File: config.mk
export PLATFORM = sky130hd
export DESIGN_NAME = ex_mem_stage
export DESIGN_NICKNAME = d
export VERILOG_FILES = /design/src/rtl/ex_mem_stage.sv
export SDC_FILE = /design/constraint.sdc
export NUM_CORES = 1
export LEC_CHECK = 0
export BUFFER_PORTS_ARGS = -buffer_cell sky130_fd_sc_hd__buf_2
export CAP_MARGIN = 15
export CELL_PAD_IN_SITES_DETAIL_PLACEMENT = 2
export CELL_PAD_IN_SITES_GLOBAL_PLACEMENT = 2
export CORE_MARGIN = 10
export CORE_UTILIZATION = 30
export CTS_CLUSTER_DIAMETER = 60
export DETAILED_ROUTE_END_ITERATION = 6
export PLACE_DENSITY_LB_ADDON = 0.1
export REMOVE_ABC_BUFFERS = 1
export SLEW_MARGIN = 20
export SYNTH_ARGS = -nofsm -noshare
export SYNTH_HDL_FRONTEND = slang
export SYNTH_SLANG_ARGS = --single-unit
File: constraint.sdc
create_clock -name i_clk -period 5.46 [get_ports i_clk]
set_clock_uncertainty 0.15 [all_clocks]
set_input_delay 0.273 -clock i_clk [delete_from_list [all_inputs] [get_ports i_clk]]
set_output_delay 0.273 -clock i_clk [all_outputs]
set_load 0.02 [all_outputs]
File: src/rtl/ex_mem_stage.sv
// Execute stage of the 5-stage MIPS pipeline: ALU control, forwarding, ALU,
// branch-target add and destination select, registered into EX/MEM.
module ex_mem_stage #(
    parameter int DW = 32,
    parameter int RW = 5
) (
    input  logic          i_clk,
    input  logic          i_rst,
    input  logic          i_stall,
    input  logic          i_flush,
    input  logic          i_valid,
    input  logic          i_MemtoReg,
    input  logic          i_MemWrite,
    input  logic          i_MemRead,
    input  logic          i_Branch,
    input  logic          i_ALUSrc,
    input  logic          i_RegDst,
    input  logic          i_RegWrite,
    input  logic [1:0]    i_ALUOp,
    input  logic [DW-1:0] i_PCplus4,
    input  logic [DW-1:0] i_Rdata1,
    input  logic [DW-1:0] i_Rdata2,
    input  logic [DW-1:0] i_signextImmediate,
    input  logic [RW-1:0] i_RegDst1,
    input  logic [RW-1:0] i_RegDst2,
    input  logic [1:0]    i_fwdA,
    input  logic [1:0]    i_fwdB,
    input  logic [DW-1:0] i_wb_data,
    output logic          o_valid,
    output logic          o_MemtoReg,
    output logic          o_MemWrite,
    output logic          o_MemRead,
    output logic          o_Branch,
    output logic          o_RegWrite,
    output logic          o_Zero,
    output logic [DW-1:0] o_BranchTarget,
    output logic [DW-1:0] o_ALUResult,
    output logic [DW-1:0] o_Wdata,
    output logic [RW-1:0] o_WriteReg
);

    localparam logic [5:0] FN_ADD = 6'b100000;
    localparam logic [5:0] FN_SUB = 6'b100010;
    localparam logic [5:0] FN_AND = 6'b100100;
    localparam logic [5:0] FN_OR  = 6'b100101;
    localparam logic [5:0] FN_SLT = 6'b101010;

    typedef enum logic [2:0] {
        ALU_ADD,
        ALU_SUB,
        ALU_AND,
        ALU_OR,
        ALU_SLT,
        ALU_ZERO
    } alu_op_e;

    alu_op_e       alu_op;
    logic [5:0]    funct;
    logic [DW-1:0] op_a;
    logic [DW-1:0] fwd_b;
    logic [DW-1:0] op_b;
    logic [DW-1:0] alu_y;
    logic [DW-1:0] br_tgt;
    logic [RW-1:0] dst_reg;

    assign funct = i_signextImmediate[5:0];

    always_comb begin
        alu_op = ALU_ZERO;
        case (i_ALUOp)
            2'b00: alu_op = ALU_ADD;
            2'b01: alu_op = ALU_SUB;
            2'b11: alu_op = ALU_OR;
            default: begin
                case (funct)
                    FN_ADD:  alu_op = ALU_ADD;
                    FN_SUB:  alu_op = ALU_SUB;
                    FN_AND:  alu_op = ALU_AND;
                    FN_OR:   alu_op = ALU_OR;
                    FN_SLT:  alu_op = ALU_SLT;
                    default: alu_op = ALU_ZERO;
                endcase
            end
        endcase
    end

    // Select 10 forwards the value currently held in EX/MEM; during a stall
    // that value is frozen, so the held result stays self-consistent.
    always_comb begin
        case (i_fwdA)
            2'b01:   op_a = i_wb_data;
            2'b10:   op_a = o_ALUResult;
            default: op_a = i_Rdata1;
        endcase
        case (i_fwdB)
            2'b01:   fwd_b = i_wb_data;
            2'b10:   fwd_b = o_ALUResult;
            default: fwd_b = i_Rdata2;
        endcase
        op_b = i_ALUSrc ? i_signextImmediate : fwd_b;
    end

    always_comb begin
        alu_y = '0;
        case (alu_op)
            ALU_ADD: alu_y = op_a + op_b;
            ALU_SUB: alu_y = op_a - op_b;
            ALU_AND: alu_y = op_a & op_b;
            ALU_OR:  alu_y = op_a | op_b;
            ALU_SLT: alu_y = {{(DW-1){1'b0}}, ($signed(op_a) < $signed(op_b))};
            default: alu_y = '0;
        endcase
    end

    assign br_tgt  = i_PCplus4 + {i_signextImmediate[DW-3:0], 2'b00};
    assign dst_reg = i_RegDst ? i_RegDst2 : i_RegDst1;

    always_ff @(posedge i_clk) begin
        if (i_rst || i_flush) begin
            o_valid        <= 1'b0;
            o_MemtoReg     <= 1'b0;
            o_MemWrite     <= 1'b0;
            o_MemRead      <= 1'b0;
            o_Branch       <= 1'b0;
            o_RegWrite     <= 1'b0;
            o_Zero         <= 1'b0;
            o_BranchTarget <= '0;
            o_ALUResult    <= '0;
            o_Wdata        <= '0;
            o_WriteReg     <= '0;
        end else if (!i_stall) begin
            // An invalid slot still carries data, but no control side effects.
            o_valid        <= i_valid;
            o_MemtoReg     <= i_valid & i_MemtoReg;
            o_MemWrite     <= i_valid & i_MemWrite;
            o_MemRead      <= i_valid & i_MemRead;
            o_Branch       <= i_valid & i_Branch;
            o_RegWrite     <= i_valid & i_RegWrite;
            o_Zero         <= (alu_y == '0);
            o_BranchTarget <= br_tgt;
            o_ALUResult    <= alu_y;
            o_Wdata        <= fwd_b;
            o_WriteReg     <= dst_reg;
        end
    end

endmodule

Word-level counts from Yosys, hierarchy flattened
Index checks and enable logic that the tools add are counted.
- register bits after elaboration: 108
- bits of input ports: 188
- output and inout bits: 108
- logic and storage cells: 48
- add/subtract/negate cells: 3
- $lt $le $gt $ge: 1
- equal/unequal tests: 15
- multiplexer cells: 7
- bitwise logic cells: 7
- reduce and logical (&&, ||, !) cells: 4
- operators with widths (cell ; count):
    32-bit one-hot mux with 5 select lines ; 1
    32-bit one-hot mux with 2 select lines ; 2
    32-bit adder ; 2
    32-bit AND ; 1
    32-bit zero test ; 1
    32-bit less-than comparator ; 1
    32-bit 2-to-1 mux ; 1
    32-bit OR ; 1
    32-bit subtractor ; 1
    6-bit == test (second input constant) ; 5
    3-bit one-hot mux with 5 select lines ; 1
    3-bit one-hot mux with 3 select lines ; 1
    2-bit by 1-bit == test with 1-bit output (second input constant) ; 3
    2-bit == test (second input constant) ; 3
    3-bit by 2-bit == test with 1-bit output (second input constant) ; 2
    1-bit AND ; 5
    5-bit 2-to-1 mux ; 1
    3-bit by 1-bit == test with 1-bit output (second input constant) ; 1
    3-bit == test (second input constant) ; 1
    3-bit zero test ; 1
    2-bit zero test ; 1
    1-bit logical OR ; 1

Logic depth before layout (Yosys ltp)
Gate-level depths: netlist of the first run.
- word-level depth: 6
- depth in mapped cells: 22
- mapped depth without buffers: 21

Worst setup path after synthesis of the first run
OpenSTA, ideal clock, no wires.
- kind: input-to-reg
- start: input i_fwdB[0]
- end: register o_Zero
- library setup time: 0.069 ns
- arrival time: 4.379 ns
- required time: 5.241 ns
- setup slack: 0.862 ns
- cell stages on the path: 21
- buffers on the path: 2
- cell sequence: inv_1 -> ha_1 -> clkbuf_1 -> clkbuf_1 -> a21oi_1 -> o21ai_0 -> ha_1 -> inv_1 -> fa_1 -> nor2b_1 -> o211ai_1 -> a21oi_1 -> a2111oi_2 -> o21ai_1 -> a31oi_1 -> o221ai_1 -> a221o_1 -> nand4bb_1 -> nor4_2 -> nand2_1 -> o21ai_1
- word-level cells in the longest chain between the ends: 6
- elaborated cells on any way between the ends: 11
- those cells by class: add/sub: 2; order compare: 1; eq/ne: 2; mux: 3; bitwise: 2; reduce/logical: 1
- ends and longest elaborated chain (what ; RTL line ; text):
    start, declared ; 27 ; input logic [1:0] i_fwdB,
    2-bit == test / 2-bit by 1-bit == test with 1-bit output (equally long branches) ; 95 ; case (i_fwdB)
    32-bit one-hot mux with 2 select lines (*) ; 95 ;
    32-bit 2-to-1 mux (*) ; 100 ; op_b = i_ALUSrc ? i_signextImmediate : fwd_b;
    32-bit subtractor (tied with other cells) ; 107 ; ALU_SUB: alu_y = op_a - op_b;
    32-bit one-hot mux with 5 select lines (*) ; 105 ; case (alu_op)
    32-bit zero test (*) ; 139 ; o_Zero <= (alu_y == '0);
    end signal, assigned ; 139 ;
    end, declared ; 35 ; output logic o_Zero,
Every way passes the cells marked *; elsewhere a longest branch is shown, timed or not.
A chain may end at the register's enable or synchronous reset.

Final worst setup path of the first run
- start: input i_fwdA[0]
- end: register o_Zero
- word-level cells in the longest chain between the ends: 5
- elaborated cells on any way between the ends: 10
- those cells by class: add/sub: 2; order compare: 1; eq/ne: 2; mux: 2; bitwise: 2; reduce/logical: 1
- ends and longest elaborated chain (what ; RTL line ; text):
    start, declared ; 26 ; input logic [1:0] i_fwdA,
    2-bit == test / 2-bit by 1-bit == test with 1-bit output (equally long branches) ; 90 ; case (i_fwdA)
    32-bit one-hot mux with 2 select lines (*) ; 90 ;
    32-bit subtractor (tied with other cells) ; 107 ;
    32-bit one-hot mux with 5 select lines (*) ; 105 ;
    32-bit zero test (*) ; 139 ;
Marks and branches as above.

==> impl_table.tex, run 1 <==
\begin{tabular}{lr}
\hline
Metric & Value \\
\hline
\multicolumn{2}{l}{\textbf{Placement}} \\
Final GP Congestion & 0.912 \\
Worst-case setup slack after placement & -0.180 ns \\
Count of input and output buffers & 295 \\
Post-Place Cells & 2460 \\
Placed Area & 14000 sq um \\
Hpwl dp & 52500 um \\
\multicolumn{2}{l}{\textbf{Finish}} \\
Seq. cell area & 2160 sq um \\
Layout Area Growth over Synthesis & 22.9\% \\
Share of cells above drive strength 1 & 21.1\% \\
Final Cell Area & 14400 sq um \\
Layout Nets & 2287 \\
Number of fillers in the final layout & 4671 \\
Combined area of the multi-input logic cells & 8810 sq um \\
Final cell count without fillers & 2487 \\
\multicolumn{2}{l}{\textbf{Global routing}} \\
Number of global-route vias before repair & 15500 \\
Global-route wire length before repair & 95900 um \\
Initial antenna violation count & 13 \\
Pin count of the biggest net entering global routing & 76 \\
Global-route congestion overflow total & 0 \\
Total Routing Usage GR & 26.3\% \\
\multicolumn{2}{l}{\textbf{Floorplanning}} \\
DIE WIDTH & 218 um \\
Die area & 47500 sq um \\
Die H & 218 um \\
Core ar. & 38600 sq um \\
\# IOs & 296 \\
Initial core utilization & 30.4\% \\
Number of rows created at floorplan & 72 \\
\multicolumn{2}{l}{\textbf{Clock tree}} \\
H-tree Lvls & 3 \\
CTS max path bufs & 2 \\
TritonCTS clock tree & built \\
Root buf cell & sky130\_fd\_sc\_hd\_\_clkbuf\_16 \\
TritonCTS Sinks & 108 \\
Setup bufs post-CTS & 0 \\
Clock Pin Slew Worst Setup and Hold Paths & 0.08 ns \\
Number of CTS-inserted buffers & 9 \\
Worst skew pair latency & 0.38 ns \\
\multicolumn{2}{l}{\textbf{Critical path}} \\
Max FO, Critical Path & 12 \\
R2R setup slack & 0.38 ns \\
Critical-path cell list & buf\_2, inv\_1, ha\_2, a22oi\_1, o21ai\_0, inv\_1, fa\_1, nor2b\_1, o21ai\_1, a21oi\_1, nor2\_1, a221o\_1, a221oi\_1, buf\_4, nand4\_1, buf\_4, nor4\_1, nand4b\_1, nor4\_2, nand2\_1, o21ai\_1 \\
Startpoint of the lowest-slack register-to-register path & o\_ALUResult[6] \\
Number of cells on the worst reg-to-reg path & 17 \\
Endpoint required time on the critical path & 5.63 ns \\
Critical-path top delay cell & sky130\_fd\_sc\_hd\_\_o21ai\_0 \\
CP Launch Point & i\_fwdA[0] \\
R2R Path End & o\_Zero \\
Startpoint types & input pin \\
Capturing instance or port of the critical path & o\_Zero \\
Crit path depth & 21 \\
Buffer and inverter count on the worst path & 5 \\
Stage delay of the slowest cell on the critical path & 0.55 ns \\
Crit path DAT & 5.33 ns \\
Worst setup path category & in -> reg \\
Worst setup EP type & flop \\
Top Family by Delay on Critical Path & compound AO/OA/AOI/OAI gates \\
\multicolumn{2}{l}{\textbf{Power and ir drop}} \\
Leakage power of the design & 0.00660 uW \\
Highest ir drop seen on vdd & 0.000175 V \\
PD cells & 238 nW/um\^{}2 \\
\multicolumn{2}{l}{\textbf{Outcome}} \\
Result of the run & finished clean \\
\multicolumn{2}{l}{\textbf{Routing}} \\
Detailed Route Iter0 Violations & 836 \\
Vias after detailed routing & 14200 \\
DRC violation count after routing & 0 \\
Average routed wire per standard cell & 26.1 um \\
Post-detailed-routing wire length & 64900 um \\
1st-pass router iterations & 5 \\
Post-detailed-route via-to-cell ratio & 5.70 \\
Post-DRT Antenna Nets & 0 \\
\multicolumn{2}{l}{\textbf{Timing}} \\
Max Slew Vio Count & 0 \\
Worst slew pin tran & 1.04 ns \\
Part of the cycle the worst path needs & 94.5\% \\
\# setup viols final & 0 \\
Time the final worst path needs with I/O delays and setup & 5.16 ns \\
Max\_slew headroom & 30.6\% \\
Final setup margin & 0.300 ns \\
Achievable frequency & 194 MHz \\
Number of failing hold endpoints at the final stage & 0 \\
RSZ-0062 raised after global routing & no \\
Setup TNS & 0 ns \\
\multicolumn{2}{l}{\textbf{Job}} \\
Max-cap violations & 0 \\
\multicolumn{2}{l}{\textbf{Logic synthesis}} \\
Number of synthesis warnings & 0 \\
Post-synthesis instance total & 1688 \\
Area fraction of the dominant cell type after synthesis & 18.4\% \\
Unique masters post-synth & 88 \\
Number of flops mapped to enable cells by yosys & 0 \\
Cell types with the largest area share after synthesis & sky130\_fd\_sc\_hd\_\_dfxtp\_1, sky130\_fd\_sc\_hd\_\_ha\_1, sky130\_fd\_sc\_hd\_\_a21oi\_1, sky130\_fd\_sc\_hd\_\_nor2\_1, sky130\_fd\_sc\_hd\_\_a22oi\_1 \\
Largest area contributor in the synthesized netlist & sky130\_fd\_sc\_hd\_\_dfxtp\_1 \\
Fraction of the yosys area taken by sequential cells & 18.4\% \\
Flip-flop cell with the highest count after synthesis & sky130\_fd\_sc\_hd\_\_dfxtp\_1 \\
Flip-flop and latch count after synthesis & 108 \\
Mapped Avg Cell Area & 6.96 sq um \\
Total standard cell area after synthesis & 11700 sq um \\
Share of synthesized flip-flops with an asynchronous set or reset & 0\% \\
\multicolumn{2}{l}{\textbf{Worst hold path}} \\
HP Class & in -> reg \\
\hline
\end{tabular}
## layout make-up
class	count	share of cell area (%)
Sequential cell	108	15.0
Tap cell	518	4.49
Multi-Input combinational cell	1365	61.0
Clock inverter	7	0.745
Timing Repair Buffer	366	14.3
Inverter	110	2.86
Antenna cell	4	0.0693
Clock buffer	9	1.56
## flip-flops by register name (all words and copies together), names as in the netlist
register / flops
o_ALUResult: 32
o_Branch: 1
o_BranchTarget: 32
o_MemRead: 1
o_MemWrite: 1
o_MemtoReg: 1
o_RegWrite: 1
o_Wdata: 32
o_WriteReg: 5
o_Zero: 1
o_valid: 1
## where the power goes
part | leakage (uW) | total (uW) | switching (uW) | internal, uW
Combinational | 0.00556 | 1800 | 1160 | 642
Clock | 0.000160 | 777 | 366 | 411
Sequential | 0.000878 | 855 | 32.8 | 823
Total | 0.00660 | 3430 | 1550 | 1880
## logic make-up after synthesis
group	synth area share, %
multiplexers	1.97
AO/OA/AOI/OAI	34.5
adder cells (fa/ha/maj)	15.0
buffers and inverters	6.94
flip-flops	18.4
XOR/XNOR	1.94
AND/OR/NAND/NOR	21.3
## synth_stat cells (4+ instances only)
| cell type | number |
|---|---|
| sky130_fd_sc_hd__o211ai_1 | 12 |
| sky130_fd_sc_hd__a221oi_1 | 13 |
| sky130_fd_sc_hd__nand4_1 | 5 |
| sky130_fd_sc_hd__inv_1 | 103 |
| sky130_fd_sc_hd__a211oi_1 | 20 |
| sky130_fd_sc_hd__a21o_1 | 17 |
| sky130_fd_sc_hd__a22oi_1 | 75 |
| sky130_fd_sc_hd__nand3_1 | 17 |
| sky130_fd_sc_hd__buf_2 | 6 |
| sky130_fd_sc_hd__o221ai_1 | 16 |
| sky130_fd_sc_hd__or3_1 | 8 |
| sky130_fd_sc_hd__mux2i_1 | 22 |
| sky130_fd_sc_hd__a41oi_1 | 5 |
| sky130_fd_sc_hd__inv_2 | 6 |
| sky130_fd_sc_hd__and2_1 | 7 |
| sky130_fd_sc_hd__and3_1 | 7 |
| sky130_fd_sc_hd__nand2b_1 | 19 |
| sky130_fd_sc_hd__o21a_1 | 15 |
| sky130_fd_sc_hd__nor2b_1 | 13 |
| sky130_fd_sc_hd__a21oi_1 | 202 |
| sky130_fd_sc_hd__or2_2 | 6 |
| sky130_fd_sc_hd__nor4_1 | 12 |
| sky130_fd_sc_hd__nor3_1 | 27 |
| sky130_fd_sc_hd__o21bai_1 | 14 |
| sky130_fd_sc_hd__a221o_1 | 14 |
| sky130_fd_sc_hd__o22ai_1 | 7 |
| sky130_fd_sc_hd__nor4b_1 | 4 |
| sky130_fd_sc_hd__dfxtp_1 | 108 |
| sky130_fd_sc_hd__o21ai_0 | 106 |
| sky130_fd_sc_hd__nor2_1 | 267 |
| sky130_fd_sc_hd__clkbuf_1 | 86 |
| sky130_fd_sc_hd__o2bb2ai_1 | 4 |
| sky130_fd_sc_hd__and4_1 | 5 |
| sky130_fd_sc_hd__o31a_1 | 4 |
| sky130_fd_sc_hd__ha_1 | 136 |
| sky130_fd_sc_hd__a31oi_1 | 9 |
| sky130_fd_sc_hd__xnor2_1 | 21 |
| sky130_fd_sc_hd__buf_1 | 13 |
| sky130_fd_sc_hd__o31ai_1 | 15 |
| sky130_fd_sc_hd__nand2_1 | 148 |
| sky130_fd_sc_hd__a211o_1 | 5 |
| sky130_fd_sc_hd__o21ai_1 | 12 |
| sky130_fd_sc_hd__xor2_1 | 5 |
## worst min path at each step
stage	cells after the start	to	slack (ns)	from
after floorplan	1	o_BranchTarget[29]	0.22	i_stall
after detailed placement	2	o_BranchTarget[15]	0.31	o_BranchTarget[15]
final	5	o_WriteReg[4]	0.11	i_RegDst1[4]
after CTS	5	o_WriteReg[4]	0.1	i_RegDst1[4]
after global routing	5	o_Wdata[8]	0.14	i_Rdata2[8]
after global placement	2	o_BranchTarget[13]	0.30	o_BranchTarget[13]
## through the flow
stage                     hold slack [ns]  util, %  power (uW)
after floorplan                     0.224        -        1930
after global placement              0.299     36.2        2590
after detailed placement            0.307     36.2        2640
after CTS                          0.0984     37.3        3440
after global routing                0.141     37.4        3650
final                               0.113     37.4        3430
## repair_timing
action                                 in CTS  in global routing
hold buffers                                7                  0
setup endpoints to repair                   0                  1
gates resized for setup                     0                  6
endpoints found under the hold margin       7                  0
## per-layer routing
layer | global-route usage [%] | share of wire, % | routed length, um | vias to the layer above
li1 | - | - | - | 6597
met5 | 0 | 0.16 | 103 | -
met2 | 45.8 | 49 | 31800 | 402
met3 | 6.57 | 5.9 | 3820 | 100
met4 | 10.0 | 3.6 | 2320 | 16
met1 | 30.2 | 41 | 26900 | 7067
## layout by cell type (no fill, tap or decap), drive strengths merged, types with 13 or more instances in the layout
cell type    n
nand3       17
a221oi      13
o221ai      16
dfxtp      108
buf        359
a22oi       76
nor2       268
nand2b      19
a21oi      202
xnor2       21
o21ai      118
nor4        13
o31ai       16
a221o       14
inv        111
nor2b       13
o21bai      14
a21o        17
nand2      148
o21a        15
ha         136
mux2i       22
a211oi      22
nor3        28
## worst reg2reg max path, stage by stage, from the launching register on
cell and delay [ns]:
sky130_fd_sc_hd__dfxtp_1 0.43, sky130_fd_sc_hd__a22oi_1 0.12, sky130_fd_sc_hd__nor2_1 0.12, sky130_fd_sc_hd__a21oi_1 0.08
sky130_fd_sc_hd__o21ai_0 0.52, sky130_fd_sc_hd__ha_1 0.43, sky130_fd_sc_hd__o21a_1 0.14, sky130_fd_sc_hd__o21ai_0 0.30
sky130_fd_sc_hd__a31o_1 0.26, sky130_fd_sc_hd__nand2b_1 0.15, sky130_fd_sc_hd__a221o_1 0.33, sky130_fd_sc_hd__a221oi_1 0.47
sky130_fd_sc_hd__nand2_1 0.09, sky130_fd_sc_hd__nor4_1 0.54, sky130_fd_sc_hd__nand4b_1 0.27, sky130_fd_sc_hd__nor4_2 0.35
sky130_fd_sc_hd__nand2_1 0.12, sky130_fd_sc_hd__o21ai_1 0.15
(Power assumes the default switching activity.)
==> inputs of run 2 (changes only) <==
--- a/config.mk
+++ b/config.mk
@@ -12,8 +12,10 @@
 export CORE_MARGIN = 10
 export CORE_UTILIZATION = 30
 export CTS_CLUSTER_DIAMETER = 60
+export CTS_CLUSTER_SIZE = 30
 export DETAILED_ROUTE_END_ITERATION = 6
 export PLACE_DENSITY_LB_ADDON = 0.1
+export RECOVER_POWER = 25
 export REMOVE_ABC_BUFFERS = 1
 export SLEW_MARGIN = 20
 export SYNTH_ARGS = -nofsm -noshare
==> impl_table.tex, run 2 (same netlist as run 1, synthesis figures left out) <==
\begin{tabular}{lr}
\hline
Metric & Value \\
\hline
\multicolumn{2}{l}{\textbf{Outcome}} \\
Result of the run & complete, but fails checks \\
Failing checks & max-capacitance violations, max-slew violations \\
\multicolumn{2}{l}{\textbf{Placement}} \\
Final GP Congestion & 0.912 (unchanged) \\
Post-Place Cells & 2460 (unchanged) \\
Hpwl dp & 52500 um (unchanged) \\
Count of input and output buffers & 295 (unchanged) \\
\multicolumn{2}{l}{\textbf{Finish}} \\
Share of cells above drive strength 1 & 18.4\% (-2.6 points) \\
Most common cell after layout, fill and taps aside & sky130\_fd\_sc\_hd\_\_nor2\_1 \\
Number of fillers in the final layout & 4697 (+0.56\%) \\
Combined area of the multi-input logic cells & 8800 sq um (about the same) \\
Layout Area Growth over Synthesis & 22.4\% \\
Final cell count without fillers & 2487 (unchanged) \\
Layout Nets & 2287 (unchanged) \\
Biggest registers after layout & o\_ALUResult x32, o\_BranchTarget x32, o\_Wdata x32 \\
Seq. cell area & 2160 sq um (unchanged) \\
Most frequent cells in the layout & sky130\_fd\_sc\_hd\_\_nor2\_1, sky130\_fd\_sc\_hd\_\_buf\_2, sky130\_fd\_sc\_hd\_\_a21oi\_1, sky130\_fd\_sc\_hd\_\_nand2\_1, sky130\_fd\_sc\_hd\_\_ha\_1 \\
\multicolumn{2}{l}{\textbf{Critical path}} \\
Buffer and inverter count on the worst path & 2 (-3) \\
Startpoint of the lowest-slack register-to-register path & o\_ALUResult[6] \\
Crit path DAT & 5.32 ns (about the same) \\
Stage delay of the slowest cell on the critical path & 0.58 ns (+0.03 ns) \\
R2R Path End & o\_Zero \\
Critical-path top delay cell & sky130\_fd\_sc\_hd\_\_o21ai\_0 \\
R2R setup slack & 0.42 ns (+0.04 ns) \\
Endpoint required time on the critical path & 5.63 ns (about the same) \\
Worst setup EP type & flop \\
Startpoint types & input pin \\
Number of cells on the worst reg-to-reg path & 17 (unchanged) \\
Critical-path cell list & buf\_2, inv\_1, ha\_2, a22oi\_1, o21ai\_0, ha\_1, nor2b\_1, o311ai\_1, a22oi\_2, a211o\_1, a211oi\_2, or2\_2, o221ai\_1, a221oi\_1, nand3\_1, nor4\_2, nand2\_1, o21ai\_1 \\
Max FO, Critical Path & 12 (unchanged) \\
Worst setup path category & in -> reg \\
Top Family by Delay on Critical Path & compound AO/OA/AOI/OAI gates \\
\multicolumn{2}{l}{\textbf{Clock tree}} \\
Number of CTS-inserted buffers & 9 (unchanged) \\
CTS max path bufs & 2 (unchanged) \\
Clock Pin Slew Worst Setup and Hold Paths & 0.08 ns (about the same) \\
H-tree Lvls & 3 (unchanged) \\
TritonCTS Sinks & 108 (unchanged) \\
TritonCTS clock tree & built \\
Worst skew pair latency & 0.38 ns (about the same) \\
Root buf cell & sky130\_fd\_sc\_hd\_\_clkbuf\_16 \\
\multicolumn{2}{l}{\textbf{Worst hold path}} \\
Number of cells traversed by the worst hold path & 5 (unchanged) \\
HP Class & in -> reg \\
Worst hold endpoint & o\_WriteReg[4] \\
Hold path start & i\_RegDst1[4] \\
\multicolumn{2}{l}{\textbf{Timing}} \\
Time the final worst path needs with I/O delays and setup & 5.15 ns (-0.00675 ns) \\
\# setup viols final & 0 (unchanged) \\
Worst slew pin tran & 3.85 ns (+2.81 ns) \\
Max\_slew headroom & -157\% (-190 points) \\
Achievable frequency & 194 MHz (+0.13\%) \\
Number of failing hold endpoints at the final stage & 0 (unchanged) \\
Max Slew Vio Count & 57 (+57) \\
RSZ-0062 raised after global routing & no \\
Fin Hold WS & 0.112 ns (-0.000346 ns) \\
Part of the cycle the worst path needs & 94.4\% (-0.12 points) \\
\multicolumn{2}{l}{\textbf{Routing}} \\
Post-DRT Antenna Nets & 0 (unchanged) \\
DRC violation count after routing & 0 (unchanged) \\
Post-detailed-routing wire length & 64900 um (about the same) \\
Vias after detailed routing & 14200 (+0.11\%) \\
Average routed wire per standard cell & 26.1 um (about the same) \\
Post-detailed-route via-to-cell ratio & 5.71 (+0.11\%) \\
1st-pass router iterations & 5 (unchanged) \\
Detailed Route Iter0 Violations & 810 (-3.1\%) \\
\multicolumn{2}{l}{\textbf{Global routing}} \\
Global-route wire length before repair & 95900 um (unchanged) \\
Global-route congestion overflow total & 0 (unchanged) \\
Pin count of the biggest net entering global routing & 76 (unchanged) \\
Total Routing Usage GR & 26.3\% (unchanged) \\
Number of global-route vias before repair & 15500 (unchanged) \\
Initial antenna violation count & 13 (unchanged) \\
\multicolumn{2}{l}{\textbf{Power and ir drop}} \\
Leakage power of the design & 0.00638 uW (-3.3\%) \\
PD cells & 238 nW/um\^{}2 (+0.34\%) \\
Highest ir drop seen on vdd & 0.000174 V (-0.48\%) \\
\multicolumn{2}{l}{\textbf{Floorplanning}} \\
Die H & 218 um (unchanged) \\
Die area & 47500 sq um (unchanged) \\
\# IOs & 296 (unchanged) \\
Initial core utilization & 30.4\% (unchanged) \\
Core ar. & 38600 sq um (unchanged) \\
DIE WIDTH & 218 um (unchanged) \\
Number of rows created at floorplan & 72 (unchanged) \\
\multicolumn{2}{l}{\textbf{Job}} \\
Max-cap violations & 1 (+1) \\
\hline
\end{tabular}
-- run 2: cell types whose count changed in the layout (fill, tap and decap cells not counted), sizes merged --
cell and change:
buf -51, clkbuf +51
-- run 2: routing by layer --
metal / global-route usage, % / wire, um / vias to the layer above / part of all wire, %
met3: 6.57 / 3880 / 106 / 6.0
met1: 30.2 / 26700 / 7063 / 41
met4: 10.0 / 2370 / 16 / 3.7
met5: 0 / 103 / - / 0.16
met2: 45.8 / 31800 / 413 / 49
li1: - / - / 6600 / -
-- run 2: worst min-delay path, delay by kind of cell --
| family | cells | cell delay (ns) |
|---|---|---|
| AOI/OAI and AO/OA | 1 | 0.05 |
| muxes | 1 | 0.05 |
| buffers and inverters | 1 | 0.07 |
| and+or+nand+nor | 2 | 0.16 |
-- run 2: power by group --
group / switching, uW / internal, uW / leakage [uW]
Clock: 367 / 411 / 0.000160
Combinational: 1150 / 638 / 0.00534
Sequential: 32.9 / 823 / 0.000878
Total: 1550 / 1870 / 0.00638
-- run 2: area by class of cell --
type,count,area share (%)
Antenna cell,4,0.0697
Clock buffer,9,1.57
Clock inverter,7,0.749
Inverter,110,2.87
Multi-Input combinational cell,1365,61.3
Sequential cell,108,15.0
Tap cell,518,4.51
Timing Repair Buffer,366,13.9
-- run 2: repair_timing --
item / CTS / global route
endpoints found under the hold margin: 7 / 0
setup endpoints to repair: 0 / 1
resized for setup: 0 / 6
setup buffers: 0 / 0
hold buffers: 7 / 0
-- run 2: worst max-delay path by stage --
| stage | start | endpoint | slack [ns] | cells after the start |
|---|---|---|---|---|
| global route | i_fwdB[0] | o_Zero | 0.006 | 20 |
| detailed placement | i_fwdB[0] | o_Zero | -0.18 | 19 |
| CTS | o_ALUResult[0] | o_Zero | 0.22 | 21 |
| floorplan | i_fwdB[0] | o_Zero | 0.33 | 19 |
| global placement | i_fwdB[0] | o_Zero | -0.01 | 20 |
| finish | i_fwdA[0] | o_Zero | 0.31 | 18 |
-- run 2: per-stage QoR --
step	total power [uW]	setup slack [ns]	util [%]	instance area (sq um)	TNS, ns
finish	3430	0.307	37.2	14400	0
global route	3650	0.00579	37.2	14400	0
CTS	3440	0.218	37.3	14400	0
detailed placement	2640	-0.180	36.2	14000	-0.180
global placement	2590	-0.0103	36.2	14000	-0.0103
floorplan	1930	0.329	-	11300	0
==> inputs of run 3 (changes only) <==
--- a/config.mk
+++ b/config.mk
@@ -14,7 +14,7 @@
 export CTS_CLUSTER_DIAMETER = 60
 export CTS_CLUSTER_SIZE = 30
 export DETAILED_ROUTE_END_ITERATION = 6
-export PLACE_DENSITY_LB_ADDON = 0.1
+export PLACE_DENSITY_LB_ADDON = 0.2
 export RECOVER_POWER = 25
 export REMOVE_ABC_BUFFERS = 1
 export SLEW_MARGIN = 20
==> impl_table.tex, run 3 (same netlist as run 1, synthesis figures left out) <==
\begin{tabular}{lr}
\hline
Metric & Value \\
\hline
\multicolumn{2}{l}{\textbf{Routing}} \\
Average routed wire per standard cell & 26.2 um (+0.58\%) \\
1st-pass router iterations & 5 (unchanged) \\
Detailed Route Iter0 Violations & 929 (+15\%) \\
DRC violation count after routing & 0 (unchanged) \\
Post-detailed-route via-to-cell ratio & 5.75 (+0.68\%) \\
Post-DRT Antenna Nets & 0 (unchanged) \\
Post-detailed-routing wire length & 66200 um (+2.0\%) \\
Vias after detailed routing & 14500 (+2.1\%) \\
\multicolumn{2}{l}{\textbf{Finish}} \\
Number of fillers in the final layout & 4680 (-0.36\%) \\
Most common cell after layout, fill and taps aside & sky130\_fd\_sc\_hd\_\_nor2\_1 \\
Layout Area Growth over Synthesis & 24.5\% \\
Most frequent cells in the layout & sky130\_fd\_sc\_hd\_\_nor2\_1, sky130\_fd\_sc\_hd\_\_buf\_2, sky130\_fd\_sc\_hd\_\_a21oi\_1, sky130\_fd\_sc\_hd\_\_nand2\_1, sky130\_fd\_sc\_hd\_\_ha\_1 \\
Biggest registers after layout & o\_ALUResult x32, o\_BranchTarget x32, o\_Wdata x32 \\
Layout Nets & 2317 (+1.3\%) \\
Final Cell Area & 14600 sq um (+1.7\%) \\
Fin util & 37.8\% (+0.64 points) \\
Share of cells above drive strength 1 & 19.7\% (+1.3 points) \\
\multicolumn{2}{l}{\textbf{Critical path}} \\
Startpoint of the lowest-slack register-to-register path & o\_ALUResult[0] \\
Startpoint types & input pin \\
Worst setup EP type & flop \\
Number of cells on the worst reg-to-reg path & 20 (+3) \\
Crit path DAT & 5.36 ns (+0.04 ns) \\
R2R setup slack & 0.34 ns (-0.08 ns) \\
R2R Path End & o\_Zero \\
Capturing instance or port of the critical path & o\_Zero \\
Endpoint required time on the critical path & 5.63 ns (about the same) \\
Worst setup path category & in -> reg \\
Max FO, Critical Path & 36 (+24) \\
CP Launch Point & i\_fwdB[0] \\
\multicolumn{2}{l}{\textbf{Global routing}} \\
Number of global-route vias before repair & 15600 (+1.2\%) \\
Global-route wire length before repair & 96800 um (+1.0\%) \\
Total Routing Usage GR & 26.4\% (+0.12 points) \\
Pin count of the biggest net entering global routing & 71 (-6.6\%) \\
Global-route congestion overflow total & 0 (unchanged) \\
Initial antenna violation count & 14 (+1) \\
\multicolumn{2}{l}{\textbf{Timing}} \\
Time the final worst path needs with I/O delays and setup & 5.19 ns (+0.0346 ns) \\
RSZ-0062 raised after global routing & no \\
Max Slew Vio Count & 0 (-100\%) \\
Part of the cycle the worst path needs & 95.0\% (+0.63 points) \\
Worst slew pin tran & 1.10 ns (-2.75 ns) \\
Fin Hold WS & 0.106 ns (-0.00575 ns) \\
\# setup viols final & 0 (unchanged) \\
Setup TNS & 0 ns (unchanged) \\
Max\_slew headroom & 26.8\% (+180 points) \\
Achievable frequency & 193 MHz (-0.67\%) \\
Number of failing hold endpoints at the final stage & 0 (unchanged) \\
\multicolumn{2}{l}{\textbf{Floorplanning}} \\
\# IOs & 296 (unchanged) \\
Core ar. & 38600 sq um (unchanged) \\
Initial core utilization & 30.4\% (unchanged) \\
Die H & 218 um (unchanged) \\
DIE WIDTH & 218 um (unchanged) \\
Number of rows created at floorplan & 72 (unchanged) \\
Die area & 47500 sq um (unchanged) \\
\multicolumn{2}{l}{\textbf{Outcome}} \\
Result of the run & finished clean \\
\multicolumn{2}{l}{\textbf{Placement}} \\
Count of input and output buffers & 295 (unchanged) \\
Hpwl dp & 52500 um (-0.11\%) \\
Placed Area & 14200 sq um (+1.6\%) \\
Final GP Congestion & 0.979 (+7.4\%) \\
\multicolumn{2}{l}{\textbf{Power and ir drop}} \\
PD cells & 238 nW/um\^{}2 (-0.19\%) \\
Combinational power share & 53.7\% (+1.4 points) \\
Sequential fraction of design power & 24.6\% (-0.4 points) \\
Internal power & 1870 uW (about the same) \\
Clock network power share & 21.7\% (-1.0 points) \\
Switching Fraction & 46.2\% (+0.84 points) \\
Power spent charging and discharging nets & 1610 uW (+3.4\%) \\
Leakage power of the design & 0.00651 uW (+2.1\%) \\
Highest ir drop seen on vdd & 0.000156 V (-10\%) \\
\multicolumn{2}{l}{\textbf{Clock tree}} \\
TritonCTS Sinks & 108 (unchanged) \\
Number of CTS-inserted buffers & 9 (unchanged) \\
Root buf cell & sky130\_fd\_sc\_hd\_\_clkbuf\_16 \\
CTS max path bufs & 2 (unchanged) \\
H-tree Lvls & 3 (unchanged) \\
TritonCTS clock tree & built \\
Setup bufs post-CTS & 0 (unchanged) \\
Clock Pin Slew Worst Setup and Hold Paths & 0.09 ns (about the same) \\
Worst skew pair latency & 0.38 ns (about the same) \\
\multicolumn{2}{l}{\textbf{Worst hold path}} \\
HP Class & in -> reg \\
\multicolumn{2}{l}{\textbf{Job}} \\
Max-cap violations & 0 (-1) \\
\hline
\end{tabular}
==> run 3: power groups by stage <==
stage | clock network [uW] | registers [uW] | logic, uW
2_1_floorplan | 0 | 906 | 1020
3_3_place_gp | 0 | 871 | 1760
3_5_place_dp | 0 | 872 | 1820
4_1_cts | 765 | 855 | 1840
5_1_grt | 793 | 861 | 2030
6_report | 753 | 856 | 1870
==> run 3: how the worst min path moves through the flow <==
stage | from | endpoint | slack [ns] | cells past startpoint
2_1_floorplan | i_stall | o_BranchTarget[29] | 0.22 | 1
3_3_place_gp | o_BranchTarget[23] | o_BranchTarget[23] | 0.30 | 2
3_5_place_dp | o_BranchTarget[21] | o_BranchTarget[21] | 0.31 | 2
4_1_cts | i_PCplus4[2] | o_BranchTarget[2] | 0.10 | 4
5_1_grt | i_PCplus4[2] | o_BranchTarget[2] | 0.14 | 4
6_report | i_PCplus4[2] | o_BranchTarget[2] | 0.11 | 4
==> run 3: what timing repair did <==
item / in CTS / in global routing
hold buffers: 7 / 0
endpoints found under the setup margin: 1 / 1
hold endpoints to repair: 7 / 0
gates resized for setup: 1 / 5
pin swaps: 0 / 0
==> run 3: cell type report <==
class / instances / area, sq um / area share [%]
timing repair buffer: 396 / 2250 / 15.4
clock buffer: 9 / 225 / 1.54
multi-input combinational: 1365 / 8810 / 60.3
clock inverter: 7 / 81.3 / 0.556
inverter: 110 / 413 / 2.83
antenna: 9 / 22.5 / 0.154
tap: 518 / 648 / 4.43
sequential: 108 / 2160 / 14.8
==> run 3: critical path: stages <==
cell and delay (ns):
sky130_fd_sc_hd__buf_2 0.09, sky130_fd_sc_hd__inv_1 0.05, sky130_fd_sc_hd__ha_2 0.44, sky130_fd_sc_hd__buf_4 0.40, sky130_fd_sc_hd__a21oi_1 0.15, sky130_fd_sc_hd__o21a_1 0.24, sky130_fd_sc_hd__ha_1 0.46, sky130_fd_sc_hd__a21oi_1 0.33
sky130_fd_sc_hd__o21ai_1 0.17, sky130_fd_sc_hd__o41ai_1 0.28, sky130_fd_sc_hd__buf_4 0.19, sky130_fd_sc_hd__o21ai_0 0.09, sky130_fd_sc_hd__a31o_1 0.25, sky130_fd_sc_hd__a311o_1 0.43, sky130_fd_sc_hd__a221o_1 0.33, sky130_fd_sc_hd__a22oi_1 0.47
sky130_fd_sc_hd__nand2_1 0.13, sky130_fd_sc_hd__nor4_2 0.28, sky130_fd_sc_hd__nand2_1 0.12, sky130_fd_sc_hd__o21ai_1 0.16
==> run 3: metal layers <==
metal	GRT usage, %	part of all wire (%)
met1	31.6	42
met2	44.4	48
met3	5.81	5.6
met4	11.6	4.0
met5	0	0.10
==> run 3: metrics by stage <==
| stage | power (uW) | setup slack (ns) | std cells |
|---|---|---|---|
| 2_1_floorplan | 1930 | 0.329 | 1583 |
| 3_3_place_gp | 2630 | -0.155 | 2489 |
| 3_5_place_dp | 2700 | -0.285 | 2489 |
| 4_1_cts | 3460 | 0.191 | 2512 |
| 5_1_grt | 3680 | 0.00603 | 2522 |
| 6_report | 3480 | 0.272 | 2522 |
